===== src/rtl/sat_counter.sv =====
// rtl/sat_counter.sv - saturating event counter with synchronous clear
module sat_counter #(
    parameter int W = 8
) (
    input  logic         clk,
    input  logic         reset,
    input  logic         inc,
    input  logic         clr,
    output logic [W-1:0] count
);

    always_ff @(posedge clk) begin
        if (!reset || clr) begin
            count <= '0;
        end else if (inc && !(&count)) begin
            count <= count + W'(1);
        end
    end

endmodule


===== config.mk =====
export PLATFORM = sky130hd
export DESIGN_NAME = sat_counter
export DESIGN_NICKNAME = d
export VERILOG_FILES = /design/src/rtl/sat_counter.sv
export SDC_FILE = /design/constraint.sdc
export NUM_CORES = 1
export LEC_CHECK = 0
export CAP_MARGIN = 5
export CORE_MARGIN = 10
export CORE_UTILIZATION = 29
export DETAILED_ROUTE_END_ITERATION = 8
export SETUP_SLACK_MARGIN = 0.5
export SLEW_MARGIN = 20
export SYNTH_ARGS = -nofsm -noshare
export SYNTH_HDL_FRONTEND = slang
export SYNTH_SLANG_ARGS = --single-unit

===== constraint.sdc =====
create_clock -name clk -period 1.4 [get_ports clk]
set_input_delay 0.35 -clock clk [delete_from_list [all_inputs] [get_ports clk]]
set_output_delay 0.35 -clock clk [all_outputs]
set_load 0.01 [all_outputs]

Word level (Yosys, flattened, before mapping)
Index checks and enable logic that the tools add are counted.
{"block": "classes", "reduce_logical": 5, "add_sub_neg": 1}
{"op": "$add A8 B1 Y8 const B", "count": 1}
{"op": "$reduce_and A8 Y1", "count": 1}
{"op": "$logic_not A1 Y1", "count": 2}
{"op": "$logic_and A1 B1 Y1", "count": 1}
{"op": "$logic_or A1 B1 Y1", "count": 1}
{"block": "totals", "out_inout_bits": 8, "register_bits": 8, "wordCells": 7, "in_bits": 4}

Depth between registers and ports, before layout
Gate-level depths: netlist (run 1).
{"block": "logic_depth", "depth_word": 3, "mapped_depth": 5, "ltp_nobuf": 4}

Worst setup path before layout (run 1)
No wires, ideal clock.
{"block": "synth_timing", "kind": "register to register", "from": "register count[0]", "to": "register count[5]", "setup_ns": 0.131, "n_path_buf": 0, "stages_incl_launch_ff": 5, "period_less_slack_ns": 1.275, "slack_ns": 0.125, "t_arrival_ns": 1.144, "t_required_ns": 1.269, "cell_sequence": "dfxtp_1 ha_1 and3_1 a211oi_1 a211oi_1"}
{"block": "synth_via", "elab_chain_cells": 3, "word_cells_on_any_way": 4, "classes_between": "1 x add/sub; 3 x reduce/logical"}
{"item": "from (decl)", "line_no": "9", "rtl": "output logic [W-1:0] count"}
{"item": "from (signal assigned)", "line_no": "16", "rtl": "count <= count + W'(1);"}
{"item": "parallel branches: the longest is 3 deep, another holds $add A8 B1 Y8"}
Parallel ways; which one is timed is not known.
A chain may end at the register's enable or synchronous reset.

Final worst setup path (run 1)
{"block": "layout_timing", "from": "register count[0]", "to": "register count[2]"}
The elaborated chain is that of the path after synthesis.

==> impl_summary.log, run 1 <==
INFO  metric outcome = finished clean
INFO  metric worstSkewPairLatency = 0.26 ns
INFO  metric core_area = roughly 1400 um2
INFO  metric area_growth_syn_to_layout = 87.5%
INFO  metric fin_area = ~800 um2
INFO  metric first_pass_iters = 4
INFO  metric synthesis.area = around 440 um2
INFO  metric synth.lib_cells_used.distinct = 25
INFO  metric routedWlPerCell = approximately 14 um
INFO  metric synth_top_cell_area_share = 0.365
INFO  metric dpl_worst_slack = -0.166 ns
INFO  metric postRouteWirelength = 1360 um
INFO  metric sequential_cell_area = 178 um2
INFO  metric multiplexer_share_of_the_synthesized_area = 0.0456
INFO  metric critical_path.startpoint_type = flop
INFO  metric globalRoute.totalOverflow = 0
INFO  metric placed_area = 649 um2
INFO  metric critPathTopFamily = flip-flops
INFO  metric global_route_wire_length_before_repair = between 2000 and 2500 um
INFO  metric worst_slew_pin_slew = about 0.21 ns
INFO  metric setup_viol_count_final = 0
INFO  metric route.vias.total = slightly above 500
INFO  metric antenna_found_initial = 0
INFO  metric power.leakage = roughly 0.34 nW
INFO  metric cts_max_path_buffers = 2
INFO  metric layout_min_cycle_time = between 1 and 1.5 ns
INFO  metric maxClockFrequency = a little under 900 MHz
INFO  metric library_cell_with_the_largest_summed_area_after_synthesis = dfxtp_1
INFO  metric total_routing_usage_reported_by_global_routing = 0.0803
INFO  metric synth_warnings = 0
INFO  metric hold_viol_final = 0
INFO  metric synth_top_family_by_area = simple AND/OR/NAND/NOR gates
INFO  metric worst_clock_skew = about 0.00086 ns
INFO  metric power_density = about 570 nW/um2
INFO  metric die_area = 3470 um2
INFO  metric multi_input_comb_area = ~320 um2
INFO  metric synth_cells = 48
INFO  metric root_buffer = clkbuf_4
INFO  metric drv_slew = 0
INFO  metric finalWeightedCongestion = just under 0.8
INFO  metric ys_top_cells_by_area = dfxtp_1 (36%), nand2_1 (6.0%), a211oi_1 (5.1%), mux2i_1 (4.6%), and4_1 (4.0%)
INFO  metric chipHeight = 58.9 um
INFO  metric fillCellCount = about 130
INFO  metric crit_fanout = 6
INFO  metric fp.dieW = slightly below 60 um
INFO  metric synthSimpleGateAreaFrac = 0.279
INFO  metric crit_buf_inv = 1
INFO  metric drive_gt1_frac = 0.642
INFO  metric portBuffers = 11
INFO  metric vias_in_the_first_global_route = 484
INFO  metric registers.top_by_ff_count = count
INFO  metric dr.first_iter.drc_count = 7
INFO  metric synth_fp_nets = 53
INFO  metric worstPathRequired = 1.58 ns
INFO  metric clkTransAtPathRegs = 0.06 ns
INFO  metric core.rowCount = 13
INFO  metric maxCapViolations = 0
INFO  metric rsz0062_at_grt = true
INFO  metric classification_of_the_worst_setup_path = reg -> reg
INFO  metric cts_tree = built
INFO  metric drc_errors = 0
INFO  metric final.setup.worst_slack = ~0.28 ns
INFO  metric numClockSinks = 8
INFO  metric worst_ir_drop_vdd = 0.451 mV
INFO  metric avgSynthCellArea = between 9 and 10 um2
INFO  metric synth_compound_gate_area_share = 0.239
INFO  metric cells_along_the_critical_path = ha_4 -> and3_4 -> buf_4 -> a211oi_2
INFO  metric highest_cell_delay_on_the_worst_timing_path = 0.37 ns
INFO  metric critPathSlowestCell = dfxtp_4
INFO  metric io_pins = 12
INFO  metric post_drt_via_cell_ratio = 5.24
INFO  metric yosys.area_share.xor_xnor = 0
INFO  metric place_hpwl = a little under 900 um
INFO  metric pin_count_of_the_biggest_net_entering_global_routing = 8
INFO  metric maxSlewHeadroom = 0.857
INFO  metric fin_hold_ws = around 0.51 ns
INFO  metric min-delay-path-class = reg -> reg
INFO  metric cts_made_buffers = 3
INFO  metric layout_top_registers = count (8)
INFO  metric final_min_period_over_clock_period = 0.799
INFO  metric initial_utilization = 0.321
INFO  metric diodes = 0
INFO  metric cts.htree.levels = 1
INFO  metric synthAdderAreaFrac = 0.0285
INFO  metric largest_reg_flops = 8
INFO  metric antenna_left = 0
INFO  metric final_net_count = 87
INFO  metric share_of_synthesized_area_occupied_by_flip_flops_and_latches = 0.365
INFO  metric worst-endpoint-arrival = ~1.3 ns
INFO  metric critPathCaptureType = flop
INFO  metric flop_and_latch_count_out_of_synthesis = 8
## synthesized netlist by cell type (all sizes together)
library cell and n:
nand3 1, a31oi 1, mux2i 2, a21oi 4, nand2 7, a211oi 3, buf 2, a41oi 1
nor2b 1, nor4bb 1, or3 1, nand2b 2, nand4 2, nand4b 1, dfxtp 8, and4 2
a311oi 1, nor3 1, o21ai 2, and3 2, ha 1, a21boi 2
## metal layers
metal	share of wire	routed length, um	vias to the layer above	track usage
met5	0	0	-	0
met4	0.016	22	0	0.0492
met3	0.079	107	4	0.0408
met2	0.50	679	13	0.119
met1	0.41	554	234	0.0893
li1	-	-	252	-
## worst paths after layout
kind	start	end	slack, ns	depth (start not counted)
setup reg to reg	count[0]	count[2]	0.28	4
hold reg to reg	count[1]	count[1]	0.51	2
setup / recovery	count[0]	count[2]	0.28	4
hold / removal	count[1]	count[1]	0.51	2
## report_power, final
part           total (mW)  switching, mW  internal [mW]
sequential          0.229        0.00392          0.225
combinational      0.0400         0.0164         0.0236
clock               0.204         0.0936          0.110
total               0.473          0.114          0.359
## metrics by stage
| step | setup TNS, ns | power, mW | cells | utilization |
|---|---|---|---|---|
| floorplan | 0 | 0.252 | 48 | - |
| global placement | -0.612 | 0.276 | 80 | 0.475 |
| detailed placement | -0.676 | 0.276 | 80 | 0.475 |
| CTS | 0 | 0.483 | 91 | 0.559 |
| global route | 0 | 0.499 | 96 | 0.603 |
| finish | 0 | 0.473 | 96 | 0.603 |
## final cells by class
| cell class | count | area share |
|---|---|---|
| multi-input cells | 38 | 0.392 |
| well taps | 15 | 0.0228 |
| flip-flops and latches | 8 | 0.216 |
| repair buffers | 31 | 0.337 |
| clock buffers | 4 | 0.0319 |
## worst min-delay path, stage by stage, from the launching register on
cell     delay (ns)
dfxtp_4        0.36
nand2_1        0.06
mux2i_1        0.05
## logic make-up after synthesis
logic type	after synthesis
AND/OR/NAND/NOR	21
buffers and inverters	2
flip-flops	8
AO/OA/AOI/OAI	14
multiplexers	2
adder cells (fa/ha/maj)	1
## placed cells by master (no fill, tap or decap), types with 2 or more instances in the layout
master / n
nand2_1: 7
a211oi_2: 2
and4_4: 2
dfxtp_4: 3
dlygate4sd2_1: 3
clkbuf_4: 3
o21ai_1: 2
nand4_1: 2
and3_4: 2
buf_4: 17
a21oi_2: 2
mux2i_1: 2
buf_6: 11
dfxtp_2: 5
a21oi_1: 2
## what timing repair did
action,CTS,global route
setup buffers,7,5
gates resized for setup,53,7
pin swaps,8,5
hold buffers,0,0
endpoints found under the setup margin,16,16
Note: power is estimated with default switching activity, not from simulation.
==> run 2, diff against run 1 <==
==> constraint.sdc (replaced) <==
create_clock -name clk -period 1 [get_ports clk]
set_input_delay 0.25 -clock clk [delete_from_list [all_inputs] [get_ports clk]]
set_output_delay 0.25 -clock clk [all_outputs]
set_load 0.01 [all_outputs]
==> impl_summary.log, run 2 (synthesis results as in run 1) <==
INFO  metric outcome = finished, violations left (was finished clean)
INFO  metric violations = setup timing
INFO  metric routedWlPerCell = 14.2 um (about the same)
INFO  metric min-delay-path-class = reg -> reg (unchanged)
INFO  metric critical_path.startpoint = count[0] (unchanged)
INFO  metric dpl_worst_slack = -0.493 ns (was -0.166 ns)
INFO  metric post-place-cells = 83 (was 80)
INFO  metric final.setup.worst_slack = -0.130 ns (was 0.281 ns)
INFO  metric largest_reg_flops = 8 (unchanged)
INFO  metric core.rowCount = 13 (unchanged)
INFO  metric initial_utilization = 0.321 (unchanged)
INFO  metric pin_count_of_the_biggest_net_entering_global_routing = 9 (was 8)
INFO  metric io_pins = 12 (unchanged)
INFO  metric place_hpwl = 921 um (was 877 um)
INFO  metric worstReg2RegEnd = count[5] (was count[2])
INFO  metric fin_area = 806 um2 (was 823 um2)
INFO  metric classification_of_the_worst_setup_path = reg -> reg (unchanged)
INFO  metric cts_made_buffers = 3 (unchanged)
INFO  metric critPathCaptureType = flop (unchanged)
INFO  metric antenna_left = 0 (unchanged)
INFO  metric portBuffers = 11 (unchanged)
INFO  metric drc_errors = 0 (unchanged)
INFO  metric critical_path.startpoint_type = flop (unchanged)
INFO  metric first_pass_iters = 4 (unchanged)
INFO  metric diodes = 0 (unchanged)
INFO  metric dr.first_iter.drc_count = 7 (unchanged)
INFO  metric maxClockFrequency = 885 MHz (was 894 MHz)
INFO  metric worst_ir_drop_vdd = 0.417 mV (was 0.451 mV)
INFO  metric area_growth_syn_to_layout = 83.5% (was 87.5%)
INFO  metric layout_top_registers = count (8) (unchanged)
INFO  metric final_common_cell = buf_6 (was buf_4)
INFO  metric vias_in_the_first_global_route = 465 (was 484)
INFO  metric cts_tree = built (unchanged)
INFO  metric cts_max_path_buffers = 2 (unchanged)
INFO  metric worstReg2RegStart = count[0] (unchanged)
INFO  metric clkTransAtPathRegs = 0.06 ns (about the same)
INFO  metric antenna_found_initial = 0 (unchanged)
INFO  metric drv_slew = 0 (unchanged)
INFO  metric post_drt_via_cell_ratio = 5.59 (was 5.24)
INFO  metric total_routing_usage_reported_by_global_routing = 0.0748 (was 0.0803)
INFO  metric globalRoute.totalOverflow = 0 (unchanged)
INFO  metric cells_along_the_critical_path = ha_4 -> and3_4 -> a211oi_2 -> a211oi_1 (was ha_4 -> and3_4 -> buf_4 -> a211oi_2)
INFO  metric registers.top_by_ff_count = count (unchanged)
INFO  metric postRouteWirelength = 1280 um (was 1360 um)
INFO  metric highest_cell_delay_on_the_worst_timing_path = 0.36 ns (was 0.37 ns)
INFO  metric fp.dieW = 58.9 um (unchanged)
INFO  metric power_density = 800 nW/um2 (was 574 nW/um2)
INFO  metric worstRegToRegCells = 4 (unchanged)
INFO  metric worstSkewPairLatency = 0.26 ns (about the same)
INFO  metric final_cells = 90 (was 96)
INFO  metric global_route_wire_length_before_repair = 2040 um (was 2170 um)
INFO  metric placed_area = 699 um2 (was 649 um2)
INFO  metric cts.htree.levels = 1 (unchanged)
INFO  metric route.vias.total = 503 (unchanged)
INFO  metric finalWeightedCongestion = 0.774 (was 0.778)
INFO  metric worstPathRequired = 1.14 ns (was 1.58 ns)
INFO  metric final_net_count = 81 (was 87)
INFO  metric chipHeight = 58.9 um (unchanged)
INFO  metric layout_min_cycle_time = 1.13 ns (was 1.12 ns)
INFO  metric drive_gt1_frac = 0.613 (was 0.642)
INFO  metric worst-endpoint-arrival = 1.27 ns (was 1.30 ns)
INFO  metric reg2reg_slack = -0.13 ns (was 0.28 ns)
INFO  metric worst_hold_path.endpoint = count[1] (unchanged)
INFO  metric maxSlewHeadroom = 0.865 (was 0.857)
INFO  metric core_area = 1370 um2 (unchanged)
INFO  metric worst_clock_skew = 0.00545 ns (was 0.000859 ns)
INFO  metric rsz0062_at_grt = true (unchanged)
INFO  metric min-delay-start = count[1] (unchanged)
INFO  metric critPathSlowestCell = dfxtp_4 (unchanged)
INFO  metric worst_slew_pin_slew = 0.202 ns (was 0.212 ns)
INFO  metric crit_fanout = 5 (was 6)
INFO  metric power.leakage = 0.304 nW (was 0.337 nW)
INFO  metric layout_common_cells = buf_6 (11), buf_4 (9), nand2_1 (7), dfxtp_4 (7), clkbuf_4 (3) (was buf_4 (17), buf_6 (11), nand2_1 (7))
INFO  metric hold_path_depth = 2 (unchanged)
INFO  metric final_min_period_over_clock_period = 1.13 (was 0.799)
INFO  metric root_buffer = clkbuf_4 (unchanged)
INFO  metric maxCapViolations = 0 (unchanged)
INFO  metric setup_viol_count_final = 10 (was 0)
INFO  metric hold_viol_final = 0 (unchanged)
INFO  metric power.total = 0.644 mW (was 0.473 mW)
INFO  metric fin_hold_ws = 0.508 ns (about the same)
INFO  metric numClockSinks = 8 (unchanged)
INFO  metric die_area = 3470 um2 (unchanged)
run 2: worst max-delay path: cells and delay by family (launching register included):
family          cells  cell delay (ns)
simple gates        1             0.17
flops               1             0.36
fa+ha+maj           1             0.16
compound gates      2             0.32
run 2: through the flow:
stage               TNS (ns)   util
finish                -0.961  0.590
CTS                   -0.712  0.553
detailed placement     -4.18  0.512
global placement       -3.86  0.512
global route           -1.49  0.590
floorplan             -0.649      -
run 2: layout make-up:
| cell class | count | area (um2) |
|---|---|---|
| well taps | 15 | 18.8 |
| multi-input cells | 38 | 328 |
| clock buffers | 4 | 26.3 |
| fillers | 126 | 561 |
| repair buffers | 25 | 245 |
| flip-flops and latches | 8 | 188 |
run 2: repair_timing:
item | in CTS | in global routing
pin swaps | 7 | 4
endpoints found under the setup margin | 16 | 16
cloned | 0 | 0
setup buffers | 0 | 3
resized for setup | 51 | 6
hold buffers | 0 | 0
run 2: metal layers:
layer / routed length, um / global-route usage / up-vias
met5: 0 / 0 / -
met2: 630 / 0.123 / 16
met3: 134 / 0.0536 / 2
met1: 509 / 0.0764 / 246
met4: 7 / 0.0131 / 0
li1: - / - / 239
run 2: worst max path at each step:
| stage | depth (start not counted) | endpoint | slack, ns |
|---|---|---|---|
| 3_5_place_dp | 4 | count[5] | -0.49 |
| 4_1_cts | 4 | count[0] | -0.11 |
| 6_report | 4 | count[5] | -0.13 |
| 3_3_place_gp | 4 | count[5] | -0.45 |
| 5_1_grt | 4 | count[1] | -0.20 |
| 2_1_floorplan | 4 | count[1] | -0.12 |
run 2: power breakdown:
| part | total (mW) | switching, mW | leakage, nW | internal [mW] |
|---|---|---|---|---|
| combinational | 0.0583 | 0.0227 | 0.218 | 0.0355 |
| clock | 0.276 | 0.123 | 0.0150 | 0.153 |
| sequential | 0.310 | 0.00512 | 0.0707 | 0.305 |
| total | 0.644 | 0.151 | 0.304 | 0.494 |
